$ cat src/rtl/prim_clock_gate_ctrl_pkg.sv
// prim_clock_gate_ctrl_pkg: shared state encoding and widths for the clock-gate enable controller
package prim_clock_gate_ctrl_pkg;
  typedef enum logic [1:0] {StOn, StIdleCnt, StOff, StWake} state_e;
  localparam int CntWidth    = 8;
  localparam int StatsGatedW = 32;
  localparam int StatsWakeW  = 16;
endpackage

$ cat src/rtl/prim_clock_gate_ctrl.sv
// prim_clock_gate_ctrl: idle-driven clock-gate enable with four-phase wake handshake; optional stats via PRIM_CLOCK_GATE_CTRL_STATS_EN
//   clk_i, rst_ni (async active-low), idle_i, wake_req_i, force_on_i -> en_o, wake_ack_o, gated_o
//   stats build adds gated_cycles_o (cycles with en_o=0) and wake_count_o (StOff->StWake exits)
module prim_clock_gate_ctrl
  import prim_clock_gate_ctrl_pkg::*;
#(
  parameter int IdleCycles = 16,
  parameter int WakeCycles = 2
) (
  input  logic clk_i,
  input  logic rst_ni,
  input  logic idle_i,
  input  logic wake_req_i,
  input  logic force_on_i,
  output logic en_o,
  output logic wake_ack_o,
  output logic gated_o
`ifdef PRIM_CLOCK_GATE_CTRL_STATS_EN
  ,
  output logic [StatsGatedW-1:0] gated_cycles_o,
  output logic [StatsWakeW-1:0]  wake_count_o
`endif
);
  if (IdleCycles < 1 || IdleCycles > 255) begin : g_bad_idle
    $error("IdleCycles out of range 1..255");
  end
  if (WakeCycles < 1 || WakeCycles > 255) begin : g_bad_wake
    $error("WakeCycles out of range 1..255");
  end
  state_e r_state, w_state_d;
  logic [CntWidth-1:0] r_cnt, w_cnt_d;
  logic r_en, r_ack, r_gated;
  logic w_hold, w_idle_end, w_wake_end;
  always_comb begin
    w_hold     = idle_i & ~wake_req_i & ~force_on_i;
    w_idle_end = r_cnt == CntWidth'(IdleCycles - 1);
    w_wake_end = r_cnt == CntWidth'(WakeCycles - 1);
    w_state_d  = r_state;
    w_cnt_d    = r_cnt;
    case (r_state)
      StOn: begin
        w_state_d = w_hold ? StIdleCnt : StOn;
        w_cnt_d   = '0;
      end
      StIdleCnt: begin
        w_state_d = !w_hold ? StOn : w_idle_end ? StOff : StIdleCnt;
        w_cnt_d   = (w_hold && !w_idle_end) ? r_cnt + 1'b1 : '0;
      end
      StOff: begin
        w_state_d = w_hold ? StOff : StWake;
        w_cnt_d   = '0;
      end
      default: begin
        w_state_d = w_wake_end ? StOn : StWake;
        w_cnt_d   = w_wake_end ? '0 : r_cnt + 1'b1;
      end
    endcase
  end
  // outputs are registered from the next state so they line up with r_state
  always_ff @(posedge clk_i or negedge rst_ni) begin
    if (!rst_ni) begin
      r_state <= StOn;
      r_cnt   <= '0;
      r_en    <= 1'b1;
      r_ack   <= 1'b0;
      r_gated <= 1'b0;
    end else begin
      r_state <= w_state_d;
      r_cnt   <= w_cnt_d;
      r_en    <= w_state_d != StOff;
      r_gated <= w_state_d == StOff;
      r_ack   <= wake_req_i & (r_state inside {StOn, StIdleCnt}) & (w_state_d != StOff);
    end
  end
  assign en_o       = r_en;
  assign wake_ack_o = r_ack;
  assign gated_o    = r_gated;
`ifdef PRIM_CLOCK_GATE_CTRL_STATS_EN
  logic [StatsGatedW-1:0] r_gated_cycles;
  logic [StatsWakeW-1:0]  r_wake_count;
  always_ff @(posedge clk_i or negedge rst_ni) begin
    if (!rst_ni) begin
      r_gated_cycles <= '0;
      r_wake_count   <= '0;
    end else begin
      if (!r_en && !(&r_gated_cycles)) r_gated_cycles <= r_gated_cycles + 1'b1;
      if (r_state == StOff && w_state_d == StWake && !(&r_wake_count)) r_wake_count <= r_wake_count + 1'b1;
    end
  end
  assign gated_cycles_o = r_gated_cycles;
  assign wake_count_o   = r_wake_count;
`endif
endmodule

$ cat config.mk
export PLATFORM = sky130hd
export DESIGN_NAME = prim_clock_gate_ctrl
export DESIGN_NICKNAME = d
export VERILOG_FILES = /design/src/rtl/prim_clock_gate_ctrl_pkg.sv /design/src/rtl/prim_clock_gate_ctrl.sv
export SDC_FILE = /design/constraint.sdc
export NUM_CORES = 1
export LEC_CHECK = 0
export CAP_MARGIN = 20
export CORE_AREA = 4 4 41 43
export DETAILED_ROUTE_END_ITERATION = 7
export DIE_AREA = 0 0 45 47
export PLACE_DENSITY = 0.73
export SLEW_MARGIN = 20
export SYNTH_ARGS = -nofsm -noshare
export SYNTH_HDL_FRONTEND = slang
export SYNTH_SLANG_ARGS = --single-unit
$ cat constraint.sdc
create_clock -name clk_i -period 4.05 [get_ports clk_i]
set_clock_uncertainty 0.05 [all_clocks]
set_input_delay 1.0125 -clock clk_i [delete_from_list [all_inputs] [get_ports clk_i]]
set_output_delay 1.0125 -clock clk_i [all_outputs]
set_load 0.01 [all_outputs]
---- After elaboration in Yosys (flattened, before gate mapping) ----
Cells that the tools add are included.
storage, ports and cells
  output and inout port bits .............. 3
  logic and storage cells ................. 32
  input bits .............................. 5
  register bits ........................... 13
operators by class
  reduce and logical (&&, ||, !) cells .... 5
  add/subtract/negate cells ............... 1
  equal/unequal tests ..................... 6
  bitwise logic cells ..................... 6
  mux-type cells .......................... 9
operators with widths
  cell                                                             number
  8-bit two-way mux                                                2
  8-bit case mux with 2 select lines                               1
  8-bit by 1-bit adder with 8-bit output, second input constant    1
  8-bit by 1-bit == test with 1-bit output, second input constant  1
  8-bit by 4-bit == test with 1-bit output, second input constant  1
  2-bit two-way mux                                                3
  2-bit case mux with 3 select lines                               1
  1-bit AND                                                        4
  2-bit == test, second input constant                             2
  2-bit by 1-bit == test with 1-bit output, second input constant  1
  2-bit zero test                                                  1
  1-bit two-way mux                                                2
  2-bit inequality test, second input constant                     1
  1-bit NOT                                                        2
  2-bit nonzero test                                               1
  2-bit OR reduction                                               1
  1-bit logical AND                                                1
  1-bit zero test                                                  1

---- Logic depth before layout (Yosys ltp) ----
  depth after elaboration ................. 7
  depth in mapped cells ................... 6
  mapped depth without buffers ............ 6

---- Least setup slack after synthesis ----
No wires, ideal clock.
  path type ............................... input -> register
  from .................................... input wake_req_i
  to ...................................... register r_cnt[5]
  setup time .............................. 0.073 ns
  buffers on the path ..................... 0
  path slack .............................. 2.122 ns
  data required time ...................... 3.927 ns
  arrival time ............................ 1.805 ns
  stages .................................. 4
  cell sequence ........................... or3b_1 a21oi_2 o211ai_2 nor2b_1
between the ends
  cells in the longest elaborated chain, start to end .. 6
ends and longest elaborated chain
  element                             RTL line                    source
  from (decl)                         prim_clock_gate_ctrl.sv:13  input logic wake_req_i,
  1-bit NOT                           prim_clock_gate_ctrl.sv:35  w_hold = idle_i & ~wake_req_i & ~force_on_i;
  1-bit AND (2 in series)             prim_clock_gate_ctrl.sv:35
  1-bit logical AND                   prim_clock_gate_ctrl.sv:47  w_cnt_d = (w_hold && !w_idle_end) ? r_cnt + 1'b1 : '0;
  8-bit two-way mux                   prim_clock_gate_ctrl.sv:47
  8-bit case mux with 2 select lines  prim_clock_gate_ctrl.sv:40  case (r_state)
  named net w_cnt_d[5]                prim_clock_gate_ctrl.sv:31  logic [CntWidth-1:0] r_cnt, w_cnt_d;
  to (signal assigned)                prim_clock_gate_ctrl.sv:69  r_cnt <= w_cnt_d;
  to (decl)                           prim_clock_gate_ctrl.sv:31
The timed path passes the listed nets, and every way through them passes these cells.

---- Worst setup path after layout ----
  from .................................... register r_en (netlist: en_o)
  to ...................................... output en_o
RTL lines
  element                 RTL line                    source
  from (decl)             prim_clock_gate_ctrl.sv:32  logic r_en, r_ack, r_gated;
  from (signal assigned)  prim_clock_gate_ctrl.sv:70  r_en <= w_state_d != StOff;
  to (decl)               prim_clock_gate_ctrl.sv:15  output logic en_o,
No word-level cell between the ends.

==> flow_summary.json <==
{
  "cts_resized": 0,
  "n_antenna_cell": 0,
  "cts_setup_buffers": 0,
  "core_area_um2": 1300,
  "ys_seq_area_frac": 0.516,
  "status": "complete, no violations",
  "cellLeakagePower_nw": 0.324,
  "crit_path_max_incr_delay_ns": 0.52,
  "clk_latency_ns": 0.28,
  "rsz0062_at_grt": "false",
  "ir_worst_vdd_mv": 0.219,
  "nets": 74,
  "synth_top_area_frac": 0.474,
  "power_frac_clock": 0.348,
  "ctsHtreeMaxLevel": 1,
  "setup_slack_ns": 1.67,
  "postCtsHoldBufs": 0,
  "fmax_mhz": 420,
  "grt_use_total": 0.123,
  "start_util": 0.487,
  "comb_power_share": 0.069,
  "slew_headroom": 0.611,
  "synthesis.area_um2": 633,
  "dp_slack_ns": 1.59,
  "drt-total-wl_mm": 1.01,
  "drv_cap": 0,
  "root_buffer": "clkbuf_4",
  "netlist_top_cells_area": "dfrtp_1, dfstp_2, xnor2_1",
  "synthArstFlopShare": 1.00,
  "syn_nets": 63,
  "syn_avg_cell_area_um2": 11.3,
  "numCtsBuffers": 3,
  "path_max_fanout": 1,
  "final_cell_mix": "dfrtp_1, clkdlybuf4s50_1, nand3_1, nor2_1, nand2_1",
  "synth-seq-cells": 13,
  "drc": 0,
  "worstSetupPathType": "reg2out",
  "path_buf_inv": 1,
  "worst_pin_slew_ns": 0.581,
  "post_route_cells_drive_above_1_share": 0.106,
  "via_per_inst": 5.48,
  "gp_congestion": 0.660,
  "num_vias": 444,
  "fin_crit_sh": 0.587,
  "pwr_density_cell_nw_per_um2": 317,
  "num-fill-cells": 128,
  "io_pins": 8,
  "grt_start_max_net_pins": 14,
  "cts_tree": "yes",
  "synth-edff-count": 0,
  "min_path_type": "reg2reg",
  "setup_tns_ns": 0,
  "intPower_w": 0.000179,
  "ys_warn_count": 0,
  "die_area_um2": 2120,
  "final_common_cell": "dfrtp_1",
  "antenna_found_initial": 0,
  "port_buffers": 7,
  "syn_to_final_growth_pct": 16.4,
  "yosys_most_used_dff": "dfrtp_1",
  "drv_slew": 0,
  "finalCriticalPeriod_ns": 2.38,
  "seq_power_share": 0.584,
  "yosysTopAreaCell": "dfrtp_1",
  "hpwl_um": 784,
  "worstPathCellList": "clkdlybuf4s50_1",
  "clk_pin_slew_ns": 0.08,
  "firstDrtPassIters": 4,
  "clock_sinks": 13,
  "switching_power_w": 0.0000542,
  "grt_pass1_wl_mm": 1.75,
  "setup_viol": 0,
  "drt-wirelength-per-cell_um": 12.5,
  "crit_required_ns": 2.99,
  "die_h_um": 47,
  "fp.dieW_um": 45,
  "syn_inst": 56,
  "drt_iter0_drc": 2,
  "critPathSlowestCell": "dfstp_2",
  "ant_nets": 0,
  "grt_overflow": 0,
  "endpoint_kind": "primary output",
  "grt_pass1_vias": 422,
  "crit_family": "flip-flops",
  "rows": 13,
  "cp.arrival_ns": 1.32,
  "synth_cell_type_count": 25,
  "start_kind": "register",
  "clk_path_buf_depth": 2,
  "hold_viol_final": 0,
  "p_sw_frac": 0.232
}
==> sequential cells by signal, summed over array words and instances, names as in the netlist <==
register / cells
r_cnt: 8
en_o: 1
wake_ack_o: 1
gated_o: 1
r_state: 2
==> kinds of logic after synthesis <==
family | after synthesis | synth area share
muxes | 1 | 0.0158
and+or+nand+nor | 27 | 0.257
adders and majority gates | 2 | 0.0395
xor gates and xnor gates | 6 | 0.0830
DFF | 13 | 0.516
buffers and inverters | 2 | 0.0237
AOI/OAI and AO/OA | 5 | 0.0652
==> metal layers <==
layer | wire (µm) | global-route usage
met1 | 461 | 0.143
met2 | 480 | 0.186
met3 | 30 | 0.0230
met4 | 42 | 0.123
met5 | 0 | 0
==> metrics by stage <==
stage	hold slack (ns)	total power [W]	util	std cells	instance area [µm²]
2_1_floorplan	0.422	0.000146	-	56	633
3_3_place_gp	0.459	0.000155	0.546	77	711
3_5_place_dp	0.458	0.000155	0.546	77	711
4_1_cts	0.469	0.000236	0.566	81	737
5_1_grt	0.504	0.000244	0.566	81	737
6_report	0.465	0.000233	0.566	81	737
==> cell type report <==
| class | instances | area (µm²) | share of cell area |
|---|---|---|---|
| tap | 15 | 18.8 | 0.0255 |
| clock buffer | 4 | 26.3 | 0.0357 |
| inverter | 1 | 3.75 | 0.00509 |
| timing repair buffer | 7 | 70.1 | 0.0951 |
| sequential | 13 | 327 | 0.443 |
| multi-input combinational | 41 | 292 | 0.396 |
==> power by group through the flow <==
stage | clock network, W | logic [W] | registers (W)
2_1_floorplan | 0 | 0.00000847 | 0.000138
6_report | 0.0000811 | 0.0000160 | 0.000136
3_5_place_dp | 0 | 0.0000162 | 0.000139
4_1_cts | 0.0000830 | 0.0000164 | 0.000136
3_3_place_gp | 0 | 0.0000161 | 0.000139
5_1_grt | 0.0000888 | 0.0000180 | 0.000137
==> cells in the mapped netlist (all sizes together) (2+ instances only) <==
library cell   n
xnor2          3
dfrtp         12
o211ai         2
nor2b          2
nand3          5
nor3b          2
ha             2
and3           3
nor2           5
xor2           3
nand2          4
==> path summary, 6_finish.rpt <==
kind,endpoint,slack [ns],from,depth (start not counted)
max in group asynchronous,r_state[1],2.52,rst_ni,1
min in group asynchronous,r_cnt[0],1.05,rst_ni,1
setup reg to reg,r_cnt[3],2.51,r_cnt[0],5
setup / recovery,en_o,1.67,en_o,1
hold / removal,r_cnt[0],0.46,r_cnt[0],1
hold reg to reg,r_cnt[0],0.46,r_cnt[0],1
Note: power is estimated with default switching activity, not from simulation.
